File: src/rtl/cpu_pkg.sv
// Shared CPU definitions used by the fetch unit and the control-unit decoder.
package cpu_pkg;

    localparam int unsigned INST_W = 32;

    localparam logic [5:0] RTYPE   = 6'b000000;
    localparam logic [5:0] SYSCALL = 6'b001100;
    localparam logic [5:0] ADD     = 6'b100000;

    typedef enum logic [1:0] {
        FETCH = 2'd0,
        VALID = 2'd1,
        HALT  = 2'd2
    } fetch_state_t;

endpackage

File: src/rtl/pc_register.sv
// Program counter flop with increment/load selection; loaded values are forced word aligned.
module pc_register #(
    parameter int unsigned          ADDR_W   = 32,
    parameter logic [ADDR_W-1:0]    RESET_PC = '0
) (
    input  logic              clk,
    input  logic              rst,
    input  logic              load_i,
    input  logic              inc_i,
    input  logic [ADDR_W-1:0] load_pc_i,
    output logic [ADDR_W-1:0] pc_o,
    output logic [ADDR_W-1:0] pc_plus4_o
);

    localparam logic [ADDR_W-1:0] ALIGN_MASK = ~ADDR_W'(3);

    logic [ADDR_W-1:0] pc_q;
    logic [ADDR_W-1:0] pc_d;

    assign pc_plus4_o = pc_q + ADDR_W'(4);
    assign pc_o       = pc_q;

    always_comb begin
        pc_d = pc_q;
        if (load_i) begin
            pc_d = load_pc_i & ALIGN_MASK;
        end else if (inc_i) begin
            pc_d = pc_plus4_o;
        end
    end

    always_ff @(posedge clk or posedge rst) begin
        if (rst) begin
            pc_q <= RESET_PC & ALIGN_MASK;
        end else begin
            pc_q <= pc_d;
        end
    end

endmodule

File: src/rtl/instruction_fetch_unit.sv
// Fetches instruction words over a req/ready handshake, holds them for the decoder,
// and stops permanently once the decoder reports a halt.
module instruction_fetch_unit
    import cpu_pkg::*;
#(
    parameter logic [31:0] RESET_PC = 32'h0000_0000,
    parameter int unsigned ADDR_W   = 32
) (
    input  logic              clk,
    input  logic              rst,
    output logic              imem_req,
    output logic [ADDR_W-1:0] imem_addr,
    input  logic              imem_ready,
    input  logic [INST_W-1:0] imem_rdata,
    output logic [INST_W-1:0] inst,
    output logic [5:0]        opcode,
    output logic [5:0]        func,
    output logic              inst_valid,
    output logic [ADDR_W-1:0] pc,
    output logic [ADDR_W-1:0] pc_plus4,
    input  logic              advance,
    input  logic              halted,
    input  logic              redirect,
    input  logic [ADDR_W-1:0] redirect_pc,
    output logic              stopped
);

    fetch_state_t      state_q, state_d;
    logic [INST_W-1:0] inst_q, inst_d;
    logic              pc_load, pc_inc;

    pc_register #(
        .ADDR_W   (ADDR_W),
        .RESET_PC (RESET_PC[ADDR_W-1:0])
    ) u_pc (
        .clk        (clk),
        .rst        (rst),
        .load_i     (pc_load),
        .inc_i      (pc_inc),
        .load_pc_i  (redirect_pc),
        .pc_o       (pc),
        .pc_plus4_o (pc_plus4)
    );

    always_comb begin
        state_d = state_q;
        inst_d  = inst_q;
        pc_load = 1'b0;
        pc_inc  = 1'b0;
        unique case (state_q)
            FETCH: begin
                if (imem_ready) begin
                    inst_d  = imem_rdata;
                    state_d = VALID;
                end
            end
            VALID: begin
                // Halt takes priority so the halting instruction's PC stays visible.
                if (halted) begin
                    state_d = HALT;
                end else if (advance) begin
                    state_d = FETCH;
                    pc_load = redirect;
                    pc_inc  = ~redirect;
                end
            end
            HALT:    state_d = HALT;
            default: state_d = FETCH;
        endcase
    end

    always_ff @(posedge clk or posedge rst) begin
        if (rst) begin
            state_q <= FETCH;
            inst_q  <= '0;
        end else begin
            state_q <= state_d;
            inst_q  <= inst_d;
        end
    end

    // The request is masked during reset so a reset mid-fetch drops it immediately.
    assign imem_req   = (state_q == FETCH) && !rst;
    assign imem_addr  = pc;
    assign inst       = inst_q;
    assign opcode     = inst_q[31:26];
    assign func       = inst_q[5:0];
    assign inst_valid = (state_q == VALID);
    assign stopped    = (state_q == HALT);

endmodule
File: config.mk
export PLATFORM = sky130hd
export DESIGN_NAME = instruction_fetch_unit
export DESIGN_NICKNAME = d
export VERILOG_FILES = /design/src/rtl/cpu_pkg.sv /design/src/rtl/pc_register.sv /design/src/rtl/instruction_fetch_unit.sv
export SDC_FILE = /design/constraint.sdc
export NUM_CORES = 1
export LEC_CHECK = 0
export BUFFER_PORTS_ARGS = -buffer_cell sky130_fd_sc_hd__buf_2
export CORE_UTILIZATION = 35
export DETAILED_ROUTE_END_ITERATION = 6
export PLACE_DENSITY_LB_ADDON = 0.15
export SETUP_SLACK_MARGIN = 0.15
export SLEW_MARGIN = 20
export SYNTH_ARGS = -nofsm -noshare
export SYNTH_HDL_FRONTEND = slang
export SYNTH_SLANG_ARGS = --single-unit
File: constraint.sdc
create_clock -name clk -period 1.78 [get_ports clk]
set_input_delay 0.178 -clock clk [delete_from_list [all_inputs] [get_ports clk]]
set_output_delay 0.178 -clock clk [all_outputs]
set_load 0.01 [all_outputs]
Word-level counts from Yosys, hierarchy flattened --
Index checks and enable logic that the tools add are counted.
Operators by class: add/sub/neg operators 1, equality and inequality tests 4, multiplexer cells 12, bitwise operators 1, reduce and logical (&&, ||, !) cells 6
Operators by type and width (number):
- two-way mux 32 bit | 2
- adder 32 x 3 -> 32 bit, second input constant | 1
- two-way mux 1 bit | 6
- two-way mux 2 bit | 3
- one-hot mux 2 bit (3 select lines) | 1
- AND reduction 2 bit | 2
- inequality test 3 x 1 -> 1 bit, second input constant | 1
- equality test 2 x 1 -> 1 bit, second input constant | 1
- equality test 2 bit, second input constant | 1
- logical NOT 2 bit | 1
- inequality test 2 bit, second input constant | 1
- nonzero test 2 bit | 1
- logical AND 1 bit | 1
- logical NOT 1 bit | 1
- NOT 1 bit | 1
Word-level totals: register bits after elaboration 66, input port bits 70, output and inout bits 143, word-level logic and storage cells 27

Logic depth before layout (Yosys ltp) --
Gate-level depths: netlist (run 1).
depth after elaboration 6, depth in mapped cells 7, depth with buffers taken out 6

Cells and area by module --
Synthesis (run 1) repeated with hierarchy kept, for this count alone.
Unflattened totals: cells, all modules 412, area total of the unflattened synthesis 3967.6 um^2
Modules (own cells, without submodules):
- pc_register | instances 1, cells an instance 288, area each 2303.5 um^2, seq. area each 750.7 um^2
- instruction_fetch_unit | instances 1, cells an instance 124, area each 1664.1 um^2, seq. area each 850.8 um^2

Worst setup path before layout (run 1) --
OpenSTA, ideal clock, no wires.
path kind register to output, start point reg u_pc.pc_q[2], in the netlist u_pc.pc_o[2], end point out pc_plus4[28], arrival 1773 ps, required time 1602 ps, slack -171 ps, cell stages (with the launch flop) 7, path buffers 1, path through dfrtp_1 > ha_1 > nand2_1 > nor3_2 > buf_2 > nand4_1 > xnor2_1
On the way: cells in the longest elaborated chain, start to end 1
RTL lines:
- start: declaration | line pc_register.sv:17 | logic [ADDR_W-1:0] pc_q;
- start signal: assignment | line pc_register.sv:34 | pc_q <= RESET_PC & ALIGN_MASK;
- start signal: assignment | line pc_register.sv:36 | pc_q <= pc_d;
- adder 32 x 3 -> 32 bit | line pc_register.sv:20 | assign pc_plus4_o = pc_q + ADDR_W'(4);
- end: declaration | line instruction_fetch_unit.sv:20 | output logic [ADDR_W-1:0] pc_plus4,
No other way between the ends.

Worst setup path after layout (run 1) --
start point reg u_pc.pc_q[3], in the netlist u_pc.pc_o[3], end point out pc_plus4[13]
The elaborated chain is that of the path after synthesis.

==> results.json, run 1 <==
{
  "outcome": "finished, violations left",
  "violations": "negative setup slack",
  "yosys_warnings": 0,
  "cp_data_required_time_ns": 1.60,
  "ant_nets": 0,
  "rsz0062_at_grt": "true",
  "wl_per_cell_microns": 14.9,
  "period_share_pct": 117,
  "path_max_fanout": 6,
  "hold_class": "input pin to flip-flop",
  "initial_utilization_pct": 36.0,
  "portBuffers": 204,
  "ios": 213,
  "grt_pass1_vias": 3615,
  "dieArea_sq_um": 11600,
  "first_pass_iters": 6,
  "grt_use_total_pct": 19.9,
  "worst_setup_path_end_kind": "output port",
  "leakage_uw": 0.00302,
  "drv_slew": 0,
  "routed_via_density": 4.94,
  "drt_iter0_markers": 189,
  "avgSynthCellArea_sq_um": 9.65,
  "grt_pass1_wl_mm": 18.0,
  "clkPwrFrac_pct": 12.7,
  "synthFlopType": "dfrtp_1",
  "async_flop_share_pct": 100,
  "ir_drop_mv": 0.904,
  "reg2reg_slack_ns": -0.12,
  "syn_to_final_growth_pct": 61.8,
  "worstHoldStart": "imem_rdata[9]",
  "die_h_microns": 108,
  "finClkSkew_ns": 0.00600,
  "postSynthCellCount": 406,
  "core_sq_um": 10900,
  "drc_errors": 0,
  "p_int_uw": 5190,
  "total_power_uw": 8840,
  "cellPowerDensity_nw_per_um2": 1390,
  "synth_xor_area_share_pct": 6.26,
  "via_count": 3921,
  "r2r-end": "u_pc.pc_o[25]",
  "worstSetupStartpointType": "flip-flop",
  "finalSetupViolations": 28,
  "drive_above_1_share_pct": 66.6,
  "synthesis.area_sq_um": 3920,
  "htree_num_levels": 3,
  "finalWirelength_mm": 11.8,
  "top_usage_layer": "met2",
  "dp_worst_setup_slack_ns": 0.0228,
  "p_sw_share_pct": 41.3,
  "synth_compound_area_share_pct": 10.9,
  "nNetsFinal": 719,
  "finalHoldViolCount": 0,
  "dieWidth_microns": 108,
  "synth_top_family_by_area": "simple AND/OR/NAND/NOR gates",
  "synth_top_cell_by_area": "dfrtp_1",
  "fmax_mhz": 482,
  "synth_simple_gate_area_share_pct": 19.5,
  "fin_ws_ns": -0.294,
  "crit_chain": "buf_6, nand3_4, nor3_4, buf_12, buf_8, and3_4, xor2_2, buf_2",
  "clkLatencyLatePin_ns": 0.34,
  "slowest_stage": "dfrtp_2",
  "cpLargestDelayFamily": "buffers and inverters",
  "period_minus_slack_ns": 2.07,
  "synthMuxAreaShare_pct": 9.96,
  "worstSetupPathType": "flip-flop to output port",
  "r2r_start": "u_pc.pc_o[3]",
  "min_to": "inst[9]",
  "switching_power_uw": 3650,
  "pwr-share-comb_pct": 58.0,
  "rr_worst_depth": 8,
  "nFillCells": 940,
  "synth_cell_types": 49,
  "grt_max_degree": 46,
  "slowest_delay_ns": 0.42,
  "gr-usage-met2_pct": 34.7,
  "cts_tree": "built",
  "cts.reportedPaths.clkPinSlew_ns": 0.07,
  "seq_area_frac_synth_pct": 40.9,
  "dp_hpwl_mm": 7.86,
  "clkSinkCount": 64,
  "finalWeightedCongestion": 0.799,
  "synth_edf_count": 0,
  "p_seq_share_pct": 29.3,
  "synth.area.top_cells": "dfrtp_1 (41%), buf_4 (9.2%), mux2_2 (9.2%)",
  "worst_ep_arrival_time_ns": 1.90,
  "grt-ovfl-total": 0,
  "max_cap_violations": 0,
  "antenna_found_initial": 1,
  "cts_root_buffer": "clkbuf_8",
  "max-clock-path-buffers": 2,
  "met3_usage_pct": 3.45,
  "yosys_register_bits": 64,
  "grtUsageMet1_pct": 24.9,
  "yosys.area.top_type_share_pct": 40.9,
  "rows": 38,
  "numCtsBuffers": 9,
  "diodes": 0,
  "synth_adder_area_share_pct": 0.319,
  "cp_num_buf_inv": 4,
  "whs_path_depth": 2
}
## cell families after synthesis
family,count (synthesis)
multiplexers,35
buffers and inverters,76
flip-flops,64
AO/OA/AOI/OAI,69
adder cells (fa/ha/maj),1
AND/OR/NAND/NOR,132
XOR/XNOR,28
other,1
## power by group through the flow
stage                     clock (uW)  sequential (uW)  combinational, uW
after floorplan                    0             3100               2470
after global placement             0             2580               4430
after detailed placement           0             2620               4450
after CTS                       1160             2580               4870
after global routing            1230             2690               5550
final                           1120             2590               5120
## worst max-delay path by stage
| stage | cells past startpoint | startpoint | endpoint | slack, ns |
|---|---|---|---|---|
| finish | 8 | u_pc.pc_o[3] | pc_plus4[13] | -0.29 |
| global route | 8 | u_pc.pc_o[3] | pc_plus4[13] | -0.40 |
| CTS | 7 | u_pc.pc_o[2] | pc_plus4[28] | -0.29 |
| detailed placement | 5 | u_pc.pc_o[13] | pc_plus4[29] | 0.02 |
| global placement | 5 | u_pc.pc_o[13] | pc_plus4[29] | 0.04 |
| floorplan | 6 | u_pc.pc_o[5] | u_pc.pc_o[25] | 0.07 |
## layout by cell type (no fill, tap or decap), types with 10 or more instances in the layout
cell type | synthesis | routed
nand3_1 | 24 | 14
o21ai_0 | 18 | 13
nand2_1 | 28 | 22
buf_4 | 48 | 59
clkbuf_8 | 0 | 10
mux2_2 | 32 | 32
buf_2 | 7 | 203
dfrtp_2 | 0 | 13
nor2_1 | 15 | 10
buf_6 | 0 | 22
a21oi_1 | 22 | 17
dfrtp_1 | 64 | 51
xnor2_2 | 0 | 17
and3_1 | 13 | 10
## layer usage
layer  routed length (microns)  share of wire, %
met5                         0                 0
met4                       185               1.6
met3                       710               6.0
met2                      6030                51
met1                      4870                41
## stage by stage
step | std cells | util (%) | hold WS, ns | cell area, sq um | setup TNS (ns)
final | 793 | 58.3 | 0.0646 | 6340 | -5.48
after global routing | 793 | 58.3 | 0.0527 | 6340 | -8.30
after CTS | 773 | 54.2 | 0.0480 | 5900 | -5.19
after floorplan | 411 | - | 0.295 | 4100 | 0
after global placement | 724 | 47.9 | 0.188 | 5220 | 0
after detailed placement | 724 | 47.9 | 0.193 | 5220 | 0
## worst register-to-register path: stages, from the launching register on
cell,delay [ns]
dfrtp_2,0.42
buf_6,0.12
nand3_4,0.10
nor4_4,0.25
buf_4,0.17
nand4_1,0.13
buf_4,0.17
or4_4,0.41
nand3_2,0.08
## registers in the layout (all words and copies together), names as in the netlist
register	cells
state_q	2
u_pc.pc_o	30
inst	32
## synthesized netlist by cell type (all sizes together) (9+ instances only)
| cell type | n |
|---|---|
| nor2 | 15 |
| nand3 | 26 |
| and3 | 13 |
| nand2 | 29 |
| a21oi | 22 |
| clkbuf | 16 |
| o21ai | 19 |
| dfrtp | 64 |
| xnor2 | 21 |
| nor3 | 9 |
| buf | 55 |
| mux2 | 32 |
| nand4 | 9 |
## layout make-up
class                   instances  area (sq um)  share of cell area (%)
flip-flops and latches         64          1620                    25.5
clock buffers                  11           141                    2.23
inverters                       5          25.0                   0.395
repair buffers                297          1970                    31.1
clock inverters                 5          32.5                   0.513
multi-input cells             271          2380                    37.5
well taps                     140           175                    2.76
## timing repair
| item | in CTS | in global routing |
|---|---|---|
| hold endpoints to repair | 12 | 0 |
| hold buffers | 1 | 0 |
| pin swaps | 35 | 39 |
| setup buffers | 31 | 18 |
| resized for setup | 51 | 51 |
| setup endpoints to repair | 36 | 50 |
| cloned | 1 | 2 |
Note: power is estimated with default switching activity, not from simulation.
==> run 2: changes to the inputs <==
==> constraint.sdc (replaced) <==
create_clock -name clk -period 2.6 [get_ports clk]
set_input_delay 0.26 -clock clk [delete_from_list [all_inputs] [get_ports clk]]
set_output_delay 0.26 -clock clk [all_outputs]
set_load 0.01 [all_outputs]
==> run 2 against run 1 <==
Compared with the run above: the flow now finishes without violations; setup slack improved by 0.57 ns; non-clock buffer count fell by 72; critical path depth did not move; final cell count fell by 9.1%; clock skew rose by 0.0027 ns; flip-flop and latch count did not move; clock power fell by 11%; first-iteration DRC count fell by 26%; critical path type unchanged.
==> results.json, run 2 (same netlist as run 1, synthesis figures left out) <==
{
  "drv_slew": 0,
  "die_h_microns": 108,
  "layout_commonest_cell": "buf_2",
  "worst_setup_path_end_kind": "output port",
  "worstHoldStart": "imem_rdata[0]",
  "cts.reportedPaths.clkPinSlew_ns": 0.08,
  "ir_drop_mv": 0.518,
  "leakage_uw": 0.00243,
  "setup-tns-final_ns": 0,
  "dp_hpwl_mm": 7.40,
  "grt_pass1_wl_mm": 16.4,
  "grt_pass1_vias": 3226,
  "largest_reg_flops": 32,
  "clkLatencyLatePin_ns": 0.34,
  "r2r-end": "u_pc.pc_o[22]",
  "regArea_sq_um": 1620,
  "cts_root_buffer": "clkbuf_8",
  "period_share_pct": 89.4,
  "via_count": 3537,
  "worst_ep_arrival_time_ns": 2.06,
  "max_cap_violations": 0,
  "cellPowerDensity_nw_per_um2": 1080,
  "portBuffers": 204,
  "dieArea_sq_um": 11600,
  "fmax_mhz": 430,
  "nNetsFinal": 647,
  "syn_to_final_growth_pct": 31.2,
  "rows": 38,
  "numCtsBuffers": 9,
  "rsz0062_at_grt": "true",
  "core_sq_um": 10900,
  "multi_input_area_sq_um": 1900,
  "finClkSkew_ns": 0.00874,
  "worst_slew_pin_slew_ns": 0.544,
  "min_to": "inst[0]",
  "path_max_fanout": 12,
  "finalSetupViolations": 0,
  "wl_per_cell_microns": 14.6,
  "period_minus_slack_ns": 2.32,
  "cp_data_required_time_ns": 2.34,
  "initial_utilization_pct": 36.0,
  "hold_class": "input pin to flip-flop",
  "diodes": 0,
  "first_pass_iters": 4,
  "finalWirelength_mm": 10.5,
  "max-clock-path-buffers": 2,
  "outcome": "completed",
  "r2r_start": "state_q[0]",
  "antenna_found_initial": 0,
  "fin_util_pct": 47.2,
  "reg2reg_slack_ns": 0.67,
  "ios": 213,
  "drc_errors": 0,
  "drive_above_1_share_pct": 52.3,
  "drt_iter0_markers": 140,
  "whs_path_depth": 2,
  "worstSetupPathType": "flip-flop to output port",
  "clkSinkCount": 64,
  "worstSetupStartpointType": "flip-flop",
  "rr_worst_depth": 6,
  "dieWidth_microns": 108,
  "nFillCells": 1075,
  "grt_use_total_pct": 18.1,
  "finalHoldViolCount": 0,
  "layout_common_cells": "buf_2 (204), dfrtp_1 (51), mux2_2 (32)",
  "cts_tree": "built",
  "slew-limit-headroom_pct": 63.7,
  "finalWeightedCongestion": 0.765,
  "routed_via_density": 4.91,
  "ant_nets": 0,
  "grt_max_degree": 55,
  "grt-ovfl-total": 0,
  "htree_num_levels": 3
}
==> run 2: cell type report <==
class,instances,area share [%]
clock buffers,10,2.68
clock inverters,6,1.78
inverters,5,0.414
multi-input cells,271,37.0
flip-flops and latches,64,31.5
well taps,140,3.41
repair buffers,225,23.3
==> run 2: repair_timing <==
| action | in CTS | in global routing |
|---|---|---|
| endpoints found under the hold margin | 24 | 0 |
| resized for setup | 6 | 15 |
| pin swaps | 1 | 4 |
| setup buffers | 2 | 10 |
| hold buffers | 1 | 0 |
| setup endpoints to repair | 7 | 13 |
==> run 2: worst max-delay path by stage <==
stage              endpoint  slack (ns)          start  cells past startpoint
2_1_floorplan  pc_plus4[28]        0.57   u_pc.pc_o[2]                      6
3_3_place_gp   pc_plus4[22]        0.42   u_pc.pc_o[2]                      8
3_5_place_dp   pc_plus4[31]        0.44  u_pc.pc_o[15]                      5
4_1_cts        pc_plus4[22]        0.18   u_pc.pc_o[2]                      8
5_1_grt        pc_plus4[22]        0.10   u_pc.pc_o[2]                      8
6_report       pc_plus4[22]        0.28   u_pc.pc_o[2]                      8
==> run 2: worst max-delay path, stage by stage (launching register included) <==
cell     delay [ns]
dfrtp_2        0.44
ha_2           0.24
nand2_1        0.10
nor3_2         0.20
buf_6          0.18
nand2_2        0.12
nor2_2         0.15
xor2_1         0.14
buf_2          0.14
==> run 2: per-stage QoR <==
step	instances	instance area, sq um	hold WS, ns	total power, uW	setup WS, ns
2_1_floorplan	411	3940	0.377	3680	0.567
3_3_place_gp	692	4760	0.346	4420	0.421
3_5_place_dp	692	4760	0.358	4450	0.436
4_1_cts	711	5030	0.131	5500	0.177
5_1_grt	721	5140	0.134	5960	0.105
6_report	721	5140	0.147	5550	0.276
==> run 2: per-layer routing <==
layer  vias up  track usage (%)  wire length (microns)
met5         -                0                      0
met4         0             5.68                    127
met3        11             2.60                    503
met2       113             30.4                   5100
met1      1680             23.7                   4760
li1       1733                -                      -
==> run 2: report_power, final <==
group	switching (uW)	leakage, uW	internal [uW]
Combinational	1370	0.00160	1270
Sequential	462	0.000717	1450
Clock	426	0.000117	572
Total	2250	0.00243	3290
==> run 3: changes to the inputs <==
--- a/config.mk
+++ b/config.mk
@@ -6,7 +6,9 @@
 export NUM_CORES = 1
 export LEC_CHECK = 0
 export BUFFER_PORTS_ARGS = -buffer_cell sky130_fd_sc_hd__buf_2
-export CORE_UTILIZATION = 35
+export CELL_PAD_IN_SITES_DETAIL_PLACEMENT = 2
+export CELL_PAD_IN_SITES_GLOBAL_PLACEMENT = 2
+export CORE_UTILIZATION = 27
 export DETAILED_ROUTE_END_ITERATION = 6
 export PLACE_DENSITY_LB_ADDON = 0.15
 export SETUP_SLACK_MARGIN = 0.15
==> run 3 against run 2 <==
Compared with the run above: total power grew 8.6%; design area increased by 2.5%; fmax is 0.37% lower; first-iteration DRC count is 37% lower; sequential share of layout area fell by 0.87 points; critical path depth is 2 lower; register-to-register slack got worse by 0.06 ns; die area up 29%; clock power is 43% higher; flip-flop and latch count unchanged; critical path type unchanged; critical endpoint is now pc_plus4[25]; largest cell class unchanged.
==> results.json, run 3 (same netlist as run 1, synthesis figures left out) <==
{
  "p_sw_share_pct": 39.7,
  "layout_common_cells": "buf_2 (204), dfrtp_1 (56), mux2_2 (32)",
  "core_sq_um": 14000,
  "clkPwrFrac_pct": 23.7,
  "rsz0062_at_grt": "true",
  "setup-tns-final_ns": 0,
  "p_seq_share_pct": 32.8,
  "finalNonFillerCells": 752,
  "die_h_microns": 122,
  "max-clock-path-buffers": 2,
  "antenna_found_initial": 1,
  "finalWirelength_mm": 13.1,
  "finClkSkew_ns": 0.00568,
  "grt_max_degree": 55,
  "nNetsFinal": 638,
  "worst_slew_pin_slew_ns": 1.03,
  "finalWeightedCongestion": 0.706,
  "hold_ws_ns": 0.163,
  "drc_errors": 0,
  "fmax_mhz": 429,
  "r2r_start": "u_pc.pc_o[7]",
  "rr_worst_depth": 6,
  "worstHoldStart": "imem_rdata[19]",
  "outcome": "completed",
  "cellPowerDensity_nw_per_um2": 1140,
  "worst_setup_path_end_kind": "output port",
  "period_share_pct": 89.7,
  "largest_reg_flops": 32,
  "period_minus_slack_ns": 2.33,
  "worstSetupStartpointType": "flip-flop",
  "hold_class": "input pin to flip-flop",
  "slew-limit-headroom_pct": 31.4,
  "cts_root_buffer": "clkbuf_16",
  "dieArea_sq_um": 15000,
  "stdcell_area_sq_um": 5270,
  "initial_utilization_pct": 27.9,
  "htree_num_levels": 3,
  "max_cap_violations": 0,
  "grt-ovfl-total": 0,
  "portBuffers": 204,
  "rows": 43,
  "dp_hpwl_mm": 9.49,
  "finalSetupViolations": 0,
  "grt_use_total_pct": 17.8,
  "p_int_uw": 3630,
  "reg2reg_slack_ns": 0.61,
  "cp_data_required_time_ns": 2.34,
  "drt_iter0_markers": 88,
  "r2r-end": "u_pc.pc_o[25]",
  "drive_above_1_share_pct": 50.3,
  "switching_power_uw": 2390,
  "syn_to_final_growth_pct": 34.4,
  "first_pass_iters": 3,
  "wl_per_cell_microns": 17.4,
  "placed_cells": 732,
  "worstSetupPathType": "flip-flop to output port",
  "cts.reportedPaths.clkPinSlew_ns": 0.06,
  "drv_slew": 0,
  "clkSinkCount": 64,
  "diodes": 0,
  "numCtsBuffers": 9,
  "pwr-share-comb_pct": 43.5,
  "via_count": 3688,
  "placed_cell_area_sq_um": 4820,
  "leakage_uw": 0.00245,
  "finalHoldViolCount": 0,
  "dieWidth_microns": 122,
  "grt_pass1_wl_mm": 20.4,
  "min_to": "inst[19]",
  "clkLatencyLatePin_ns": 0.33,
  "worst_ep_arrival_time_ns": 2.07,
  "path_max_fanout": 7,
  "ant_nets": 0,
  "layout_commonest_cell": "buf_2",
  "ir_drop_mv": 0.383,
  "routed_via_density": 4.90,
  "cts_tree": "built",
  "grt_pass1_vias": 3698,
  "whs_path_depth": 2,
  "ios": 213
}
run 3: changes by cell type in the layout (fill, tap and decap cells not counted), sizes merged:
cell / change
bufinv: +1
inv: -1
clkbuf: +1
clkinv: -1
buf: -9
run 3: repair_timing:
item | in CTS | in global routing
resized for setup | 5 | 11
endpoints found under the hold margin | 7 | 0
pin swaps | 1 | 2
setup endpoints to repair | 8 | 15
hold buffers | 1 | 0
buffers inserted | 1 | 2
run 3: critical path: stages, from the launching register on:
cell and delay [ns]:
dfrtp_1 0.47, nand4_1 0.21, buf_4 0.19, nor4_4 0.30, nand4_1 0.20, xnor2_1 0.21, buf_2 0.16
run 3: cell type report:
class,instances,area (sq um)
inverter,5,21.3
tap,180,225
sequential,64,1610
clock inverter,5,104
multi-input combinational,271,1910
fill,1590,8770
clock buffer,11,243
timing repair buffer,216,1150
run 3: layer usage:
layer	up-vias	wire length (microns)	global-route usage (%)
li1	1716	-	-
met1	1815	5800	23.2
met2	142	6170	29.1
met3	13	922	4.14
met4	2	154	5.26
met5	-	10	0
run 3: worst max-delay path by stage:
stage                     slack (ns)          start      endpoint  cells past startpoint
after global placement          0.46   u_pc.pc_o[2]  pc_plus4[22]                      8
after global routing            0.13  u_pc.pc_o[21]  pc_plus4[31]                      5
final                           0.27   u_pc.pc_o[7]  pc_plus4[25]                      6
after floorplan                 0.57   u_pc.pc_o[2]  pc_plus4[28]                      6
after detailed placement        0.42  u_pc.pc_o[15]  pc_plus4[31]                      5
after CTS                       0.14  u_pc.pc_o[15]  pc_plus4[31]                      5
run 3: per-stage QoR:
step | power (uW) | utilization, % | setup WS, ns
floorplan | 3680 | - | 0.567
global placement | 4490 | 34.3 | 0.459
detailed placement | 4600 | 34.3 | 0.425
CTS | 6070 | 37.0 | 0.140
global route | 6470 | 37.5 | 0.133
finish | 6020 | 37.5 | 0.267
run 3: power groups by stage:
stage | Combinational (uW) | Clock, uW | Sequential (uW)
floorplan | 1610 | 0 | 2060
global placement | 2560 | 0 | 1920
detailed placement | 2610 | 0 | 1990
CTS | 2640 | 1450 | 1970
global route | 2890 | 1500 | 2080
finish | 2620 | 1430 | 1980
